File: config.mk
export PLATFORM = sky130hd
export DESIGN_NAME = clock_mode_ctrl
export DESIGN_NICKNAME = d
export VERILOG_FILES = /design/src/rtl/clock_mode_ctrl.sv
export SDC_FILE = /design/constraint.sdc
export NUM_CORES = 1
export LEC_CHECK = 0
export CAP_MARGIN = 10
export CORE_ASPECT_RATIO = 1.75
export CORE_MARGIN = 1.5
export CORE_UTILIZATION = 35
export CTS_BUF_LIST = sky130_fd_sc_hd__clkbuf_16
export CTS_CLUSTER_SIZE = 16
export DETAILED_ROUTE_END_ITERATION = 12
export SYNTH_ARGS = -nofsm -noshare
export SYNTH_HDL_FRONTEND = slang
export SYNTH_SLANG_ARGS = --single-unit
export TNS_END_PERCENT = 100
File: constraint.sdc
create_clock -name clk -period 2.8 [get_ports clk]
set_input_delay 0.56 -clock clk [delete_from_list [all_inputs] [get_ports clk]]
set_output_delay 0.56 -clock clk [all_outputs]
set_load 0.005 [all_outputs]
File: src/rtl/clock_mode_ctrl.sv
`default_nettype none
// ============================================================================
//  Module      : clock_mode_ctrl
//  Description : User-interface sequencer for the multimodal clock. Turns
//                mode/select/increment presses into display mode, set-field,
//                adjust strobes, alarm enable and stopwatch control.
//  Revision    : 1.0 - initial release
// ============================================================================
module clock_mode_ctrl #(
  parameter int TIMEOUT_S = 10,
  parameter int TO_W      = 4
) (
  input  logic       clk,
  input  logic       reset,
  input  logic       btn_mode_p,
  input  logic       btn_sel_p,
  input  logic       btn_inc_p,
  input  logic       tick_1hz,
  output logic [1:0] disp_mode,
  output logic [1:0] set_field,
  output logic       hold_time,
  output logic       inc_hours,
  output logic       inc_minutes,
  output logic       inc_alarm,
  output logic       alarm_en,
  output logic       sw_run,
  output logic       sw_clear,
  output logic       blink
);

  typedef enum logic [2:0] {
    V_CLOCK = 3'd0,
    S_TH    = 3'd1,
    S_TM    = 3'd2,
    V_ALARM = 3'd3,
    S_AH    = 3'd4,
    S_AM    = 3'd5,
    V_SW    = 3'd6
  } state_t;

  localparam logic [TO_W-1:0] c_timeout = TO_W'(TIMEOUT_S);

  state_t          r_state;
  state_t          w_state_nxt;
  logic [TO_W-1:0] r_to_cnt;
  logic [TO_W-1:0] w_to_cnt_nxt;

  logic w_mode;
  logic w_sel;
  logic w_inc;
  logic w_press;
  logic w_in_set;
  logic w_nxt_set;
  logic w_alarm_en_nxt;
  logic w_sw_run_nxt;
  logic w_sw_clear_nxt;
  logic w_inc_hours_nxt;
  logic w_inc_minutes_nxt;
  logic w_blink_nxt;

  function automatic logic is_set(input state_t s);
    return (s == S_TH) || (s == S_TM) || (s == S_AH) || (s == S_AM);
  endfunction

  function automatic state_t view_of(input state_t s);
    case (s)
      S_AH, S_AM, V_ALARM: return V_ALARM;
      V_SW:                return V_SW;
      default:             return V_CLOCK;
    endcase
  endfunction

  // Only the highest-priority press in a cycle is acted on
  assign w_mode   = btn_mode_p;
  assign w_sel    = btn_sel_p & ~btn_mode_p;
  assign w_inc    = btn_inc_p & ~btn_mode_p & ~btn_sel_p;
  assign w_press  = btn_mode_p | btn_sel_p | btn_inc_p;
  assign w_in_set = is_set(r_state);

  always_comb begin
    w_state_nxt       = r_state;
    w_to_cnt_nxt      = r_to_cnt;
    w_alarm_en_nxt    = alarm_en;
    w_sw_run_nxt      = sw_run;
    w_sw_clear_nxt    = 1'b0;
    w_inc_hours_nxt   = 1'b0;
    w_inc_minutes_nxt = 1'b0;

    if (w_mode) begin
      case (r_state)
        V_CLOCK: w_state_nxt = V_ALARM;
        V_ALARM: w_state_nxt = V_SW;
        V_SW:    w_state_nxt = V_CLOCK;
        default: w_state_nxt = view_of(r_state);
      endcase
      w_to_cnt_nxt = '0;
    end else if (w_sel) begin
      case (r_state)
        V_CLOCK: w_state_nxt = S_TH;
        S_TH:    w_state_nxt = S_TM;
        S_TM:    w_state_nxt = V_CLOCK;
        V_ALARM: w_state_nxt = S_AH;
        S_AH:    w_state_nxt = S_AM;
        S_AM:    w_state_nxt = V_ALARM;
        V_SW:    w_sw_run_nxt = ~sw_run;
        default: w_state_nxt = V_CLOCK;
      endcase
      w_to_cnt_nxt = '0;
    end else if (w_inc) begin
      case (r_state)
        S_TH, S_AH: w_inc_hours_nxt   = 1'b1;
        S_TM, S_AM: w_inc_minutes_nxt = 1'b1;
        V_ALARM:    w_alarm_en_nxt    = ~alarm_en;
        V_SW:       w_sw_clear_nxt    = ~sw_run;
        default:    ;
      endcase
      w_to_cnt_nxt = '0;
    end else if (w_in_set) begin
      // Counter saturates at the timeout value and forces a return to view
      if (r_to_cnt >= c_timeout) begin
        w_state_nxt  = view_of(r_state);
        w_to_cnt_nxt = '0;
      end else if (tick_1hz) begin
        w_to_cnt_nxt = r_to_cnt + 1'b1;
      end
    end else begin
      w_to_cnt_nxt = '0;
    end

    w_nxt_set = is_set(w_state_nxt);

    if (!w_nxt_set || w_press || !w_in_set) begin
      w_blink_nxt = 1'b1;
    end else if (tick_1hz) begin
      w_blink_nxt = ~blink;
    end else begin
      w_blink_nxt = blink;
    end
  end

  always_ff @(posedge clk or negedge reset) begin
    if (!reset) begin
      r_state     <= V_CLOCK;
      r_to_cnt    <= '0;
      disp_mode   <= 2'd0;
      set_field   <= 2'd0;
      hold_time   <= 1'b0;
      inc_hours   <= 1'b0;
      inc_minutes <= 1'b0;
      inc_alarm   <= 1'b0;
      alarm_en    <= 1'b0;
      sw_run      <= 1'b0;
      sw_clear    <= 1'b0;
      blink       <= 1'b1;
    end else begin
      r_state     <= w_state_nxt;
      r_to_cnt    <= w_to_cnt_nxt;
      inc_hours   <= w_inc_hours_nxt;
      inc_minutes <= w_inc_minutes_nxt;
      alarm_en    <= w_alarm_en_nxt;
      sw_run      <= w_sw_run_nxt;
      sw_clear    <= w_sw_clear_nxt;
      blink       <= w_blink_nxt;
      hold_time   <= (w_state_nxt == S_TH) || (w_state_nxt == S_TM);
      inc_alarm   <= (w_state_nxt == S_AH) || (w_state_nxt == S_AM);

      case (w_state_nxt)
        V_ALARM, S_AH, S_AM: disp_mode <= 2'd1;
        V_SW:                disp_mode <= 2'd2;
        default:             disp_mode <= 2'd0;
      endcase

      case (w_state_nxt)
        S_TH, S_AH: set_field <= 2'd1;
        S_TM, S_AM: set_field <= 2'd2;
        default:    set_field <= 2'd0;
      endcase
    end
  end

endmodule
`default_nettype wire

### Word level (Yosys, flattened, before mapping)

Cells that the tools add are included.

* bits in registers: 19
* bits in latches: 0
* bits in writable memories: 0
* bits in read-only memories: 0
* bits of input ports: 6
* output and inout bits: 12
* logic and storage cells: 90
* memories kept: 0

* add/sub/neg operators: 1
* multipliers: 0
* divide/modulo/power cells: 0
* magnitude comparators: 1
* equal/unequal tests: 13
* shifts and indexed selects: 0
* muxes and demuxes: 31
* bitwise gates (word level): 11
* reduce and logical (&&, ||, !) cells: 21

Operators by type and width (number)
* $mux W4: 6
* $eq A3 B3 Y1 const B: 6
* $pmux W3 S6: 1
* $mux W3: 5
* $mux W1: 14
* $eq A3 B2 Y1 const B: 4
* $logic_or A1 B1 Y1: 9
* $pmux W3 S3: 1
* $pmux W2 S2: 2
* $reduce_or A2 Y1: 4
* $eq A3 B1 Y1 const B: 2
* $ne A6 B5 Y1 const B: 1
* $not A1 Y1: 6
* $pmux W3 S2: 1
* $reduce_or A3 Y1: 2
* $add A4 B1 Y4 const B: 1
* $ge A4 B4 Y1 const B: 1
* $reduce_and A4 Y1: 1
* $and A1 B1 Y1: 3
* $logic_not A3 Y1: 1
* $reduce_and A3 Y1: 1
* $logic_not A1 Y1: 2
* $mux W2: 1
* $or A1 B1 Y1: 2
* $reduce_bool A2 Y1: 1

### Longest topological paths before layout

Gate-level depths: netlist of the first run.

* depth in word-level cells: 16
* depth in mapped cells: 8
* depth with buffers taken out: 8

### Worst setup path before layout of the first run

No wires, ideal clock.

* path kind: in2reg
* from: input btn_sel_p
* to: register blink
* setup time: 0.082 ns
* arrival: 1.950 ns
* data required time: 2.718 ns
* setup slack: 0.767 ns
* cell stages on the path: 6
* path buffers: 1
* cell sequence: buf_2 a21bo_1 a32o_1 a41o_1 or3b_1 mux2_2

* word-level cells in the longest chain between the ends: 13
* elaborated cells between the ends (all ways): 20
* classes of those cells: eq/ne (4); mux (4); bitwise (5); reduce/logical (7)

Ends and longest elaborated chain
* from (decl): RTL line 16 `input logic btn_sel_p,`
* $not A1 Y1: RTL line 76 `assign w_inc = btn_inc_p & ~btn_mode_p & ~btn_sel_p;`
* $and A1 B1 Y1: RTL line 76
* $mux W3: RTL line 109 `end else if (w_inc) begin`
* $mux W3: RTL line 97 `end else if (w_sel) begin`
* $mux W3: RTL line 89 `if (w_mode) begin`
* $eq A3 B1 Y1 or $eq A3 B2 Y1 (tied branches): RTL line 62 `return (s == S_TH) || (s == S_TM) || (s == S_AH) || (s == S_AM);`
* $logic_or A1 B1 Y1 (3 in series): RTL line 62
* $logic_not A1 Y1: RTL line 132 `if (!w_nxt_set || w_press || !w_in_set) begin`
* $logic_or A1 B1 Y1 (*) (2 in series): RTL line 132
* $mux W1 or $reduce_bool A2 Y1 (tied branches)
* to (signal assigned): RTL line 163 `blink <= w_blink_nxt;`
* to (decl): RTL line 28 `output logic blink`

Every way passes the cells marked *; elsewhere a longest branch is shown, timed or not.
A chain may end at the register's enable or synchronous reset.

### Worst setup path after layout of the first run

* from: input btn_mode_p
* to: register blink

* word-level cells in the longest chain between the ends: 14
* elaborated cells between the ends (all ways): 21
* classes of those cells: eq/ne (4); mux (4); bitwise (6); reduce/logical (7)

Ends and longest elaborated chain
* from (decl): RTL line 15 `input logic btn_mode_p,`
* $not A1 Y1 (no line)
* $and A1 B1 Y1 (2 in series): RTL line 76
* $mux W3: RTL line 109
* $mux W3: RTL line 97
* $mux W3: RTL line 89
* $eq A3 B1 Y1 or $eq A3 B2 Y1 (tied branches): RTL line 62
* $logic_or A1 B1 Y1 (3 in series): RTL line 62
* $logic_not A1 Y1: RTL line 132
* $logic_or A1 B1 Y1 (*) (2 in series): RTL line 132
* $mux W1 or $reduce_bool A2 Y1 (tied branches)

Marks and branches as above.

==> results.sh, run 1 <==
export IMPL_status="completed"
export IMPL_clock_skew_ns=0.002806
export IMPL_htreeDepth=1
export IMPL_pwr_share_clk_pct=24.9
export IMPL_gp_congestion=0.8646
export IMPL_synth_distinct_cells=40
export IMPL_grt_pass1_vias=848
export IMPL_drive_above_1_share_pct=10.92
export IMPL_slowest_delay_ns=0.64
export IMPL_grt_overflow_total=0
export IMPL_coreArea_um2=2753
export IMPL_synth_nets=110
export IMPL_clock_path_buffers=2
export IMPL_worst_setup_path_start_kind="input port"
export IMPL_antenna_cells=0
export IMPL_max_cap_violations=0
export IMPL_cts_made_buffers=3
export IMPL_tritoncts="done"
export IMPL_io_buffers=17
export IMPL_cts_num_sinks=19
export IMPL_power_density_nw_per_um2=894.3
export IMPL_fmax_mhz=419.1
export IMPL_synth_seq_cells=19
export IMPL_worst_path_max_fanout=10
export IMPL_end_kind="register"
export IMPL_layout_nets=128
export IMPL_hold_depth=1
export IMPL_grt_max_degree=20
export IMPL_ff2ff_path_depth=7
export IMPL_cts_hold_buf=0
export IMPL_wire_per_inst_um=15.53
export IMPL_synth_cells=102
export IMPL_clkTransAtPathRegs_ns=0.05
export IMPL_vdd_drop_max_v=0.0004197
export IMPL_seqPwrFrac_pct=37.0
export IMPL_final_cells=146
export IMPL_path_class="in2reg"
export IMPL_hold_violations=0
export IMPL_yosysSeqAreaShare_pct=46.41
export IMPL_dr_pass1_iters=4
export IMPL_rsz0062_at_grt="no"
export IMPL_ant_nets=0
export IMPL_num_rows=25
export IMPL_p_switching_uw=392.5
export IMPL_ys_top_cells_by_area="dfrtp_1 (44%), xnor2_1 (4.3%), o21ai_0 (2.9%)"
export IMPL_antenna_found_initial=0
export IMPL_fillCellCount=275
export IMPL_num_vias=820
export IMPL_crit_chain="clkdlybuf4s50_1 > and3b_1 > a32o_1 > a41o_1 > or3b_1 > mux2_2"
export IMPL_p_int_uw=762.3
export IMPL_die_w_um=43.95
export IMPL_avgSynthCellArea_um2=10.07
export IMPL_cp_arrival_ns=2.56
export IMPL_fin_tns_setup_ns=0
export IMPL_p_leak_uw=0.0005546
export IMPL_p_sw_share_pct=33.99
export IMPL_area_growth_pct=25.70
export IMPL_cts_resized=0
export IMPL_yosysTopAreaCell="dfrtp_1"
export IMPL_drv_slew=0
export IMPL_insertion_delay_ns=0.25
export IMPL_place_inst=142
export IMPL_root_buffer="clkbuf_16"
export IMPL_slowest_stage="clkdlybuf4s50_1"
export IMPL_hp_class="reg2reg"
export IMPL_first_iter_violations=9
export IMPL_totalWireLength_mm=2.267
export IMPL_hpwlAfterDp_mm=1.708
export IMPL_netlist_area_um2=1027
export IMPL_viasPerCell=5.616
export IMPL_die_h_um=74.67
export IMPL_grt_total_usage_pct=16.25
export IMPL_synth_top_cell_area_share_pct=43.85
export IMPL_post_cts_buffers=0
export IMPL_die_area_um2=3282
export IMPL_tightest_slew_ns=0.8299
export IMPL_yosysWarnings=0
export IMPL_relSlewSlack_pct=44.50
export IMPL_grt_first_pass_wirelength_mm=3.946
export IMPL_ioPinCount=18
export IMPL_pwr_share_comb_pct=38.1
export IMPL_setup_viol=0
export IMPL_fin_crit_ns=2.386
export IMPL_initial_core_util_pct=37.32
export IMPL_required_ns=2.98
export IMPL_drc=0
export IMPL_period_share_pct=85.22
-- registers in the layout (all words and copies together) (netlist names) --
signal,cells
alarm_en,1
inc_hours,1
sw_clear,1
hold_time,1
disp_mode,2
set_field,2
sw_run,1
r_to_cnt,4
blink,1
inc_minutes,1
inc_alarm,1
r_state,3
-- power groups by stage --
stage / Clock (uW) / Sequential [uW] / Combinational [uW]
final: 287 / 428 / 440
after global routing: 308 / 439 / 485
after CTS: 293 / 427 / 445
after detailed placement: 0 / 430 / 441
after global placement: 0 / 426 / 430
after floorplan: 0 / 386 / 298
-- final cells by class --
cell class | instances | area (um^2) | area share [%]
Inverter | 8 | 30.03 | 2.326
Sequential cell | 19 | 476.7 | 36.92
Clock buffer | 3 | 75.07 | 5.814
Clock inverter | 1 | 3.754 | 0.2907
Tap cell | 27 | 33.78 | 2.616
Timing Repair Buffer | 19 | 185.2 | 14.34
Multi-Input combinational cell | 69 | 486.7 | 37.69
-- path summary, 6_finish.rpt --
path / from / to / slack (ns)
setup / recovery: btn_mode_p / blink / 0.41
hold / removal: alarm_en / alarm_en / 0.48
setup reg to reg: r_to_cnt[0] / blink / 0.67
hold reg to reg: alarm_en / alarm_en / 0.48
max in group asynchronous: reset / r_state[0] / 1.50
min in group asynchronous: reset / r_to_cnt[1] / 0.79
-- cells by family after synthesis --
logic type                 count (synthesis)  share of synthesized area (%)
xor gates and xnor gates                   8                          6.821
adders and majority gates                  2                          2.436
AOI/OAI and AO/OA                         23                          16.56
muxes                                      1                          1.096
DFF                                       19                          46.41
and+or+nand+nor                           35                          20.46
buffers and inverters                     14                          6.211
-- cells in the final DEF, fill, tap and decap left out, types with 2 or more instances in the layout --
master,synthesis,layout
nand2_1,5,5
or3_1,2,2
clkbuf_16,0,3
buf_4,2,2
xor2_1,3,3
nor2_1,8,8
o21ai_0,6,6
inv_1,8,9
a21oi_1,3,3
a211oi_1,3,3
nand2b_1,3,3
nor3_1,3,3
ha_1,2,2
o211ai_1,2,2
nor3_2,2,2
nand4_1,2,2
xnor2_1,5,5
clkdlybuf4s50_1,0,17
dfrtp_1,18,18
-- layer usage --
metal / wire length [um] / track usage [%] / up-vias / part of all wire (%)
met5: 0 / 0 / - / 0
met4: 48 / 7.407 / 0 / 2.1
met3: 79 / 2.878 / 5 / 3.5
met2: 1288 / 31.21 / 19 / 57
met1: 850 / 16.29 / 402 / 37
li1: - / - / 394 / -
-- synth_stat cells --
cell / number
nand3_1: 1
o2111ai_1: 1
nand2b_4: 1
or3b_1: 1
or4_1: 1
nand2_1: 5
a31oi_1: 1
o31ai_2: 1
a41o_1: 1
a21oi_1: 3
a21bo_1: 1
inv_1: 8
o22ai_1: 1
clkbuf_1: 1
dfrtp_1: 18
o31a_1: 1
a2111oi_2: 1
and3b_1: 1
nand2b_1: 3
or2_2: 1
nand3b_1: 1
and4_1: 1
buf_2: 3
nor3_2: 2
nand4_1: 2
or2b_1: 1
a32o_1: 1
dfstp_2: 1
nor2_1: 8
ha_1: 2
o21ai_0: 6
or3_1: 2
o211ai_1: 2
xnor2_1: 5
nor4b_1: 1
a211oi_1: 3
xor2_1: 3
mux2_2: 1
buf_4: 2
nor3_1: 3
-- worst max-delay path, delay by kind of cell --
kind                   cells  cell delay (ns)
and+or+nand+nor            2             0.61
AOI/OAI and AO/OA          2             0.48
muxes                      1             0.26
buffers and inverters      1             0.64
-- through the flow --
stage / total power, uW / util (%) / worst slack (ns) / instance area [um^2] / hold slack [ns]
6_report: 1155 / 46.91 / 0.4138 / 1291 / 0.4787
5_1_grt: 1231 / 46.91 / 0.3298 / 1291 / 0.5177
4_1_cts: 1164 / 46.91 / 0.4004 / 1291 / 0.4911
3_5_place_dp: 870.9 / 44.05 / 0.1413 / 1212 / 0.4842
3_3_place_gp: 855.5 / 44.05 / 0.2274 / 1212 / 0.4549
2_1_floorplan: 683.5 / - / 0.7674 / 1027 / 0.2644
Note: power is estimated with default switching activity, not from simulation.
==> inputs of run 2 (changes only) <==
--- a/config.mk
+++ b/config.mk
@@ -8,10 +8,12 @@
 export CAP_MARGIN = 10
 export CORE_ASPECT_RATIO = 1.75
 export CORE_MARGIN = 1.5
-export CORE_UTILIZATION = 35
+export CORE_UTILIZATION = 30
 export CTS_BUF_LIST = sky130_fd_sc_hd__clkbuf_16
 export CTS_CLUSTER_SIZE = 16
 export DETAILED_ROUTE_END_ITERATION = 12
+export REMOVE_ABC_BUFFERS = 1
+export SKIP_CTS_REPAIR_TIMING = 1
 export SYNTH_ARGS = -nofsm -noshare
 export SYNTH_HDL_FRONTEND = slang
 export SYNTH_SLANG_ARGS = --single-unit
==> results.sh, run 2 (synthesis results as in run 1) <==
export IMPL_grt_overflow_total=0
export IMPL_die_w_um=47.24
export IMPL_grt_pass1_vias=837
export IMPL_io_buffers=17
export IMPL_cp_arrival_ns=2.53
export IMPL_max_cap_violations=0
export IMPL_r2r_end="hold_time"
export IMPL_slowest_stage="clkdlybuf4s50_1"
export IMPL_worst_slack_ns=0.4479
export IMPL_timing_hold_ws_ns=0.4696
export IMPL_design_area_um2=1321
export IMPL_layout_nets=129
export IMPL_tightest_slew_ns=0.8621
export IMPL_p_int_uw=768.5
export IMPL_pwr_share_clk_pct=24.9
export IMPL_top_usage_layer="met2"
export IMPL_ff2ff_path_depth=7
export IMPL_totalWireLength_mm=2.268
export IMPL_fmax_mhz=425.2
export IMPL_first_iter_violations=20
export IMPL_relSlewSlack_pct=42.34
export IMPL_use_met1_pct=13.99
export IMPL_slowest_delay_ns=0.57
export IMPL_insertion_delay_ns=0.25
export IMPL_fillCellCount=327
export IMPL_setup_viol=0
export IMPL_rsz0062_at_grt="no"
export IMPL_final_cell_mix="dfrtp_1 (18), clkdlybuf4s50_1 (17), inv_1 (9)"
export IMPL_pwr_share_comb_pct=37.9
export IMPL_p_sw_share_pct=33.33
export IMPL_antenna_found_initial=0
export IMPL_coreArea_um2=3328
export IMPL_vdd_drop_max_v=0.0002810
export IMPL_place_inst=161
export IMPL_min_from="alarm_en"
export IMPL_cts_num_sinks=19
export IMPL_worst_path_max_fanout=10
export IMPL_p_leak_uw=0.0005598
export IMPL_die_area_um2=3798
export IMPL_regToRegSetupSlack_ns=0.63
export IMPL_top_register="r_to_cnt"
export IMPL_final_common_cell="dfrtp_1"
export IMPL_placed_area_um2=1242
export IMPL_fin_crit_ns=2.352
export IMPL_crit_chain="clkdlybuf4s50_1 > nor2_1 > buf_4 > o211ai_1 > nor3_2 > nand2b_1 > mux2_2"
export IMPL_num_rows=28
export IMPL_met2_usage_pct=25.95
export IMPL_tritoncts="done"
export IMPL_cts_made_buffers=3
export IMPL_p_switching_uw=384.2
export IMPL_num_vias=838
export IMPL_drc=0
export IMPL_drv_slew=0
export IMPL_initial_core_util_pct=30.86
export IMPL_path_class="in2reg"
export IMPL_ant_nets=0
export IMPL_htreeDepth=1
export IMPL_die_h_um=80.41
export IMPL_status="completed"
export IMPL_dr_pass1_iters=5
export IMPL_clock_skew_ns=0.001279
export IMPL_grt_max_degree=20
export IMPL_hp_class="reg2reg"
export IMPL_grt_util_met3_pct=2.247
export IMPL_wire_per_inst_um=13.75
export IMPL_seqPwrFrac_pct=37.2
export IMPL_crit_start="btn_sel_p"
export IMPL_antenna_cells=0
export IMPL_end_kind="register"
export IMPL_final_cells=165
export IMPL_hold_violations=0
export IMPL_clkTransAtPathRegs_ns=0.05
export IMPL_area_growth_pct=28.62
export IMPL_viasPerCell=5.079
export IMPL_fin_tns_setup_ns=0
export IMPL_gp_congestion=0.8928
export IMPL_ioPinCount=18
export IMPL_largest_reg_flops=4
export IMPL_root_buffer="clkbuf_16"
export IMPL_required_ns=2.97
export IMPL_reg_top3="r_to_cnt (4), r_state (3)"
export IMPL_grt_total_usage_pct=13.78
export IMPL_reg2reg_from="r_to_cnt[0]"
export IMPL_pre_cts_ws_ns=0.1930
export IMPL_power_density_nw_per_um2=872.4
export IMPL_period_share_pct=84.00
export IMPL_worst_setup_path_start_kind="input port"
export IMPL_grt_first_pass_wirelength_mm=3.774
export IMPL_drive_above_1_share_pct=11.67
export IMPL_clock_path_buffers=2
export IMPL_hpwlAfterDp_mm=1.694
export IMPL_crit_path_end="blink"
==> run 2: area by class of cell <==
cell class | instances | area, um^2 | share of cell area [%]
multi-input combinational | 69 | 486.7 | 36.84
clock inverter | 1 | 3.754 | 0.2841
timing repair buffer | 20 | 192.7 | 14.58
clock buffer | 3 | 75.07 | 5.682
sequential | 19 | 476.7 | 36.08
inverter | 8 | 30.03 | 2.273
tap | 45 | 56.30 | 4.261
==> run 2: how the worst min path moves through the flow <==
stage                to  cells after the start
5_1_grt        alarm_en                      1
2_1_floorplan  alarm_en                      0
6_report       alarm_en                      1
3_3_place_gp   alarm_en                      1
3_5_place_dp   alarm_en                      1
4_1_cts        alarm_en                      1
==> run 2: critical path: cells and delay by family <==
family / cells / cell delay, ns
AO/OA/AOI/OAI: 1 / 0.13
buffers and inverters: 2 / 0.74
multiplexers: 1 / 0.33
AND/OR/NAND/NOR: 3 / 0.75
==> run 2: per-stage QoR <==
stage          power [uW]  utilization (%)
2_1_floorplan       661.2                -
3_3_place_gp        865.1            37.33
3_5_place_dp        869.8            37.33
4_1_cts              1165            39.70
5_1_grt              1238            39.70
6_report             1153            39.70
==> run 2: power groups by stage <==
stage               logic, uW  registers, uW  clock network (uW)
floorplan                 241            421                   0
CTS                       442            429                 293
global route              490            441                 307
global placement          432            433                   0
detailed placement        436            434                   0
finish                    437            429                 287
==> run 2: per-layer routing <==
layer | share of wire [%] | vias up | routed length (um)
li1 | - | 397 | -
met5 | 0 | - | 0
met4 | 0.35 | 0 | 8
met1 | 37 | 411 | 836
met3 | 3.8 | 2 | 87
met2 | 59 | 28 | 1336
==> inputs of run 3 (changes only) <==
==> constraint.sdc (replaced) <==
create_clock -name clk -period 2.1 [get_ports clk]
set_input_delay 0.42 -clock clk [delete_from_list [all_inputs] [get_ports clk]]
set_output_delay 0.42 -clock clk [all_outputs]
set_load 0.005 [all_outputs]
==> results.sh, run 3 (synthesis results as in run 1) <==
export IMPL_num_rows=28
export IMPL_insertion_delay_ns=0.25
export IMPL_layout_nets=146
export IMPL_seq_area_um2=476.7
export IMPL_max_cap_violations=0
export IMPL_p_leak_uw=0.0006625
export IMPL_initial_core_util_pct=30.86
export IMPL_root_buffer="clkbuf_16"
export IMPL_io_buffers=17
export IMPL_setup_viol=0
export IMPL_grt_overflow_total=0
export IMPL_cp_arrival_ns=2.20
export IMPL_clock_path_buffers=2
export IMPL_area_growth_pct=45.68
export IMPL_wire_per_inst_um=14.20
export IMPL_required_ns=2.28
export IMPL_hpwlAfterDp_mm=1.884
export IMPL_die_h_um=80.41
export IMPL_drv_slew=0
export IMPL_clock_skew_ns=0.001689
export IMPL_grt_first_pass_wirelength_mm=4.146
export IMPL_first_iter_violations=19
export IMPL_timing_hold_ws_ns=0.4645
export IMPL_totalWireLength_mm=2.585
export IMPL_coreArea_um2=3328
export IMPL_hold_violations=0
export IMPL_gp_congestion=0.9112
export IMPL_power_density_nw_per_um2=1136
export IMPL_tritoncts="done"
export IMPL_dr_pass1_iters=4
export IMPL_fin_crit_ns=2.026
export IMPL_pre_cts_ws_ns=-0.2564
export IMPL_cts_made_buffers=3
export IMPL_cts_num_sinks=19
export IMPL_status="completed"
export IMPL_vdd_drop_max_v=0.0004985
export IMPL_largest_reg_flops=4
export IMPL_worst_setup_path_start_kind="register"
export IMPL_grt_max_degree=13
export IMPL_hp_class="reg2reg"
export IMPL_end_kind="register"
export IMPL_final_cell_mix="buf_4 (19), dfrtp_1 (18), clkdlybuf4s50_1 (15)"
export IMPL_worst_slack_ns=0.07415
export IMPL_grt_pass1_vias=945
export IMPL_drc=0
export IMPL_die_area_um2=3798
export IMPL_tightest_slew_ns=0.5393
export IMPL_relSlewSlack_pct=63.94
export IMPL_final_common_cell="buf_4"
export IMPL_fmax_mhz=493.6
export IMPL_path_class="reg2reg"
export IMPL_multi_input_area_um2=525.5
export IMPL_ioPinCount=18
export IMPL_period_share_pct=96.47
export IMPL_worst_path_max_fanout=4
export IMPL_viasPerCell=4.956
export IMPL_htreeDepth=1
export IMPL_grt_total_usage_pct=14.89
export IMPL_fillCellCount=327
export IMPL_num_vias=902
export IMPL_top_register="r_to_cnt"
export IMPL_die_w_um=47.24
export IMPL_reg_top3="r_to_cnt (4), r_state (3)"
export IMPL_ant_nets=0
export IMPL_clkTransAtPathRegs_ns=0.05
export IMPL_antenna_found_initial=0
export IMPL_antenna_cells=0
export IMPL_drive_above_1_share_pct=27.74
run 3: area by class of cell:
type	instances	share of cell area, %
Inverter	8	2.007
Tap cell	45	3.763
Clock inverter	1	0.2508
Multi-Input combinational cell	69	35.12
Sequential cell	19	31.86
Clock buffer	3	5.017
Timing Repair Buffer	37	21.99
run 3: worst paths after layout:
path                       cells past startpoint  slack, ns   startpoint           to
setup / recovery                               9       0.07  r_to_cnt[0]        blink
hold / removal                                 1       0.46     alarm_en     alarm_en
min in group asynchronous                      1       0.52        reset  inc_minutes
hold reg to reg                                1       0.46     alarm_en     alarm_en
max in group asynchronous                      2       1.05        reset  r_to_cnt[3]
setup reg to reg                               9       0.07  r_to_cnt[0]        blink
run 3: worst max-delay path, cell delays in order, from the launching register on:
cell	delay (ns)
dfrtp_1	0.34
inv_1	0.04
ha_1	0.22
o31a_1	0.33
buf_4	0.16
a211oi_1	0.23
a211oi_1	0.07
buf_4	0.16
nand2b_4	0.07
mux2_2	0.32
run 3: layer usage:
metal / part of all wire (%) / track usage, % / routed length, um
met5: 0 / 0 / 0
met1: 38 / 16.46 / 970
met3: 3.3 / 2.022 / 85
met4: 2.9 / 6.944 / 76
met2: 56 / 26.08 / 1452
run 3: per-stage QoR:
step / util (%) / instances / TNS, ns / power (uW) / area, um^2
4_1_cts: 42.86 / 179 / 0 / 1611 / 1426
2_1_floorplan: - / 96 / 0 / 881.6 / 993.5
3_5_place_dp: 40.49 / 175 / -1.284 / 1219 / 1348
3_3_place_gp: 40.49 / 175 / -1.102 / 1197 / 1348
6_report: 44.96 / 182 / 0 / 1700 / 1496
5_1_grt: 44.96 / 182 / -0.07573 / 1809 / 1496
run 3: report_power, final:
| part | leakage, uW | total, uW | switching [uW] | internal (uW) |
|---|---|---|---|---|
| Sequential | 0.000249 | 555 | 91.4 | 463 |
| Clock | 0.0000423 | 388 | 135 | 253 |
| Combinational | 0.000371 | 757 | 343 | 414 |
| Total | 0.000662 | 1700 | 569 | 1130 |
==> RTL change, RTL diff (flow settings as in run 3) <==
The 7 states of `state_t` get a one-hot encoding in 7 bits.
--- a/src/rtl/clock_mode_ctrl.sv
+++ b/src/rtl/clock_mode_ctrl.sv
@@ -29,12 +29,12 @@
 );
 
-  typedef enum logic [2:0] {
-    V_CLOCK = 3'd0,
-    S_TH    = 3'd1,
-    S_TM    = 3'd2,
-    V_ALARM = 3'd3,
-    S_AH    = 3'd4,
-    S_AM    = 3'd5,
-    V_SW    = 3'd6
+  typedef enum logic [6:0] {
+    V_CLOCK = 7'b0000001,
+    S_TH    = 7'b0000010,
+    S_TM    = 7'b0000100,
+    V_ALARM = 7'b0001000,
+    S_AH    = 7'b0010000,
+    S_AM    = 7'b0100000,
+    V_SW    = 7'b1000000
   } state_t;
 
Formal check against the unedited RTL: no difference found for any inputs over 10 cycles, from zero or initial values and one cycle with reset low; not proved beyond that.
==> RTL change against run 3 <==
  * The run now ends with negative setup slack left
  * Hold slack gained 12 ps
  * Synthesized area increased by 42%
  * Routed wire length increased by 68%
  * Worst setup slack got worse by 580 ps
  * First-iteration DRC count rose by 58%
  * Cell area grew 51%
  * Power fell by 8.8%
  * Sequential cell count is 4 higher
  * Critical endpoint unchanged
==> RTL change: results (changes against run 3) <==
The run finished, with violations left. The final reports fail on negative setup slack. The portion of the post-synthesis area used by sequential elements was 39.66% (-6.8 points); the proportion of layout cells with a drive suffix above 1 was 40.09% (+12 points).

The logs give 0.9677 (+6.2%) for the final RePlAce weighted congestion and 30 (+11) for the DRC violation total after the first TritonRoute iteration. For the post-route worst setup slack, the log shows -501.2 ps (-575.4 ps). For the worst hold margin, the log shows 476.8 ps (+12.28 ps). Cell class contributing the biggest share of worst-path delay: simple AND/OR/NAND/NOR gates. The number of fill cells is 461 (+41%), and the power spent charging and discharging nets is 472.3 µW (-17%).

The number of cells after detailed placement was 267 (+53%); the average detailed-routed wire length per instance was 15.88 µm (+12%). The tools report the sequential cell area as 578.1 µm² (+21%). The area share of fa/ha/maj cells after synthesis works out to 1.717% (-0.72 points). By area the synthesized netlist is led by dfrtp_1 (36%), dfstp_2 (3.6%), xnor2_1 (3.6%). The relative max-transition margin is 73.60% (+9.7 points), and the critical path's largest stage delay is 560 ps (+220 ps).

The logs give 231 (+58%) for the net total in the final layout and 3.347 mm (+78%) for the half-perimeter wire length after detailed placement. Among all stages on the critical path, the largest delay is contributed by or4_4. The logs give 14 (+14) for the number of endpoints failing setup at the final stage and 24 (+11) for the pin count of the biggest net entering global routing.

The worst reg-to-reg path cell count works out to 7 (-2). The largest fanout on the critical path is 5 (+1), and the compound-cell area share of the yosys netlist is 18.88% (+2.3 points). The per-cell via count in the routed design is 5.179 (+4.5%). The largest registers in the layout are r_state (7), r_to_cnt (4). The post-synthesis mux area share is 0.6867% (-0.41 points). The run gives 153 (+50%) as the synthesized instance count.

The distinct cell type count after synthesis came out at 51 (+28%). The number of buffers created by CTS was 3 (unchanged); the setup TNS after final layout was -4774 ps (-4774 ps). The logs give -582.8 ps (-326.3 ps) for the worst-case setup slack after placement and 39.1% (-5.4 points) for the logic gate share of total power. The run gives 4.350 mm (+68%) as the total wire length. For the wire length of the first global-routing pass, the log shows 6.941 mm (+67%). The instance area after placement is 2064 µm² (+53%), and the total global routing track utilization is 17.13% (+2.2 points). The cell leakage power is 1.003 nW (+51%), and the critical path data arrival time is 2790 ps (+590 ps).
[RTL change: cell type report]
| class | count | share of cell area, % |
|---|---|---|
| Sequential cell | 23 | 25.65 |
| Timing Repair Buffer | 77 | 27.54 |
| Clock inverter | 1 | 0.2221 |
| Multi-Input combinational cell | 111 | 39.09 |
| Inverter | 7 | 1.277 |
| Clock buffer | 3 | 3.331 |
| Tap cell | 52 | 2.887 |
[RTL change: layer usage]
metal | global-route usage [%] | up-vias | part of all wire, %
met1 | 16.03 | 693 | 36
met4 | 9.959 | 0 | 4.2
met2 | 34.82 | 21 | 58
met5 | 0 | - | 0
li1 | - | 693 | -
met3 | 1.764 | 12 | 2.0
[RTL change: power groups by stage]
stage	clock, mW	combinational, mW	sequential (mW)
after global routing	0.444	0.652	0.532
after detailed placement	0	0.551	0.534
after floorplan	0	0.225	0.546
final	0.418	0.606	0.525
after global placement	0	0.547	0.531
after CTS	0.427	0.553	0.526
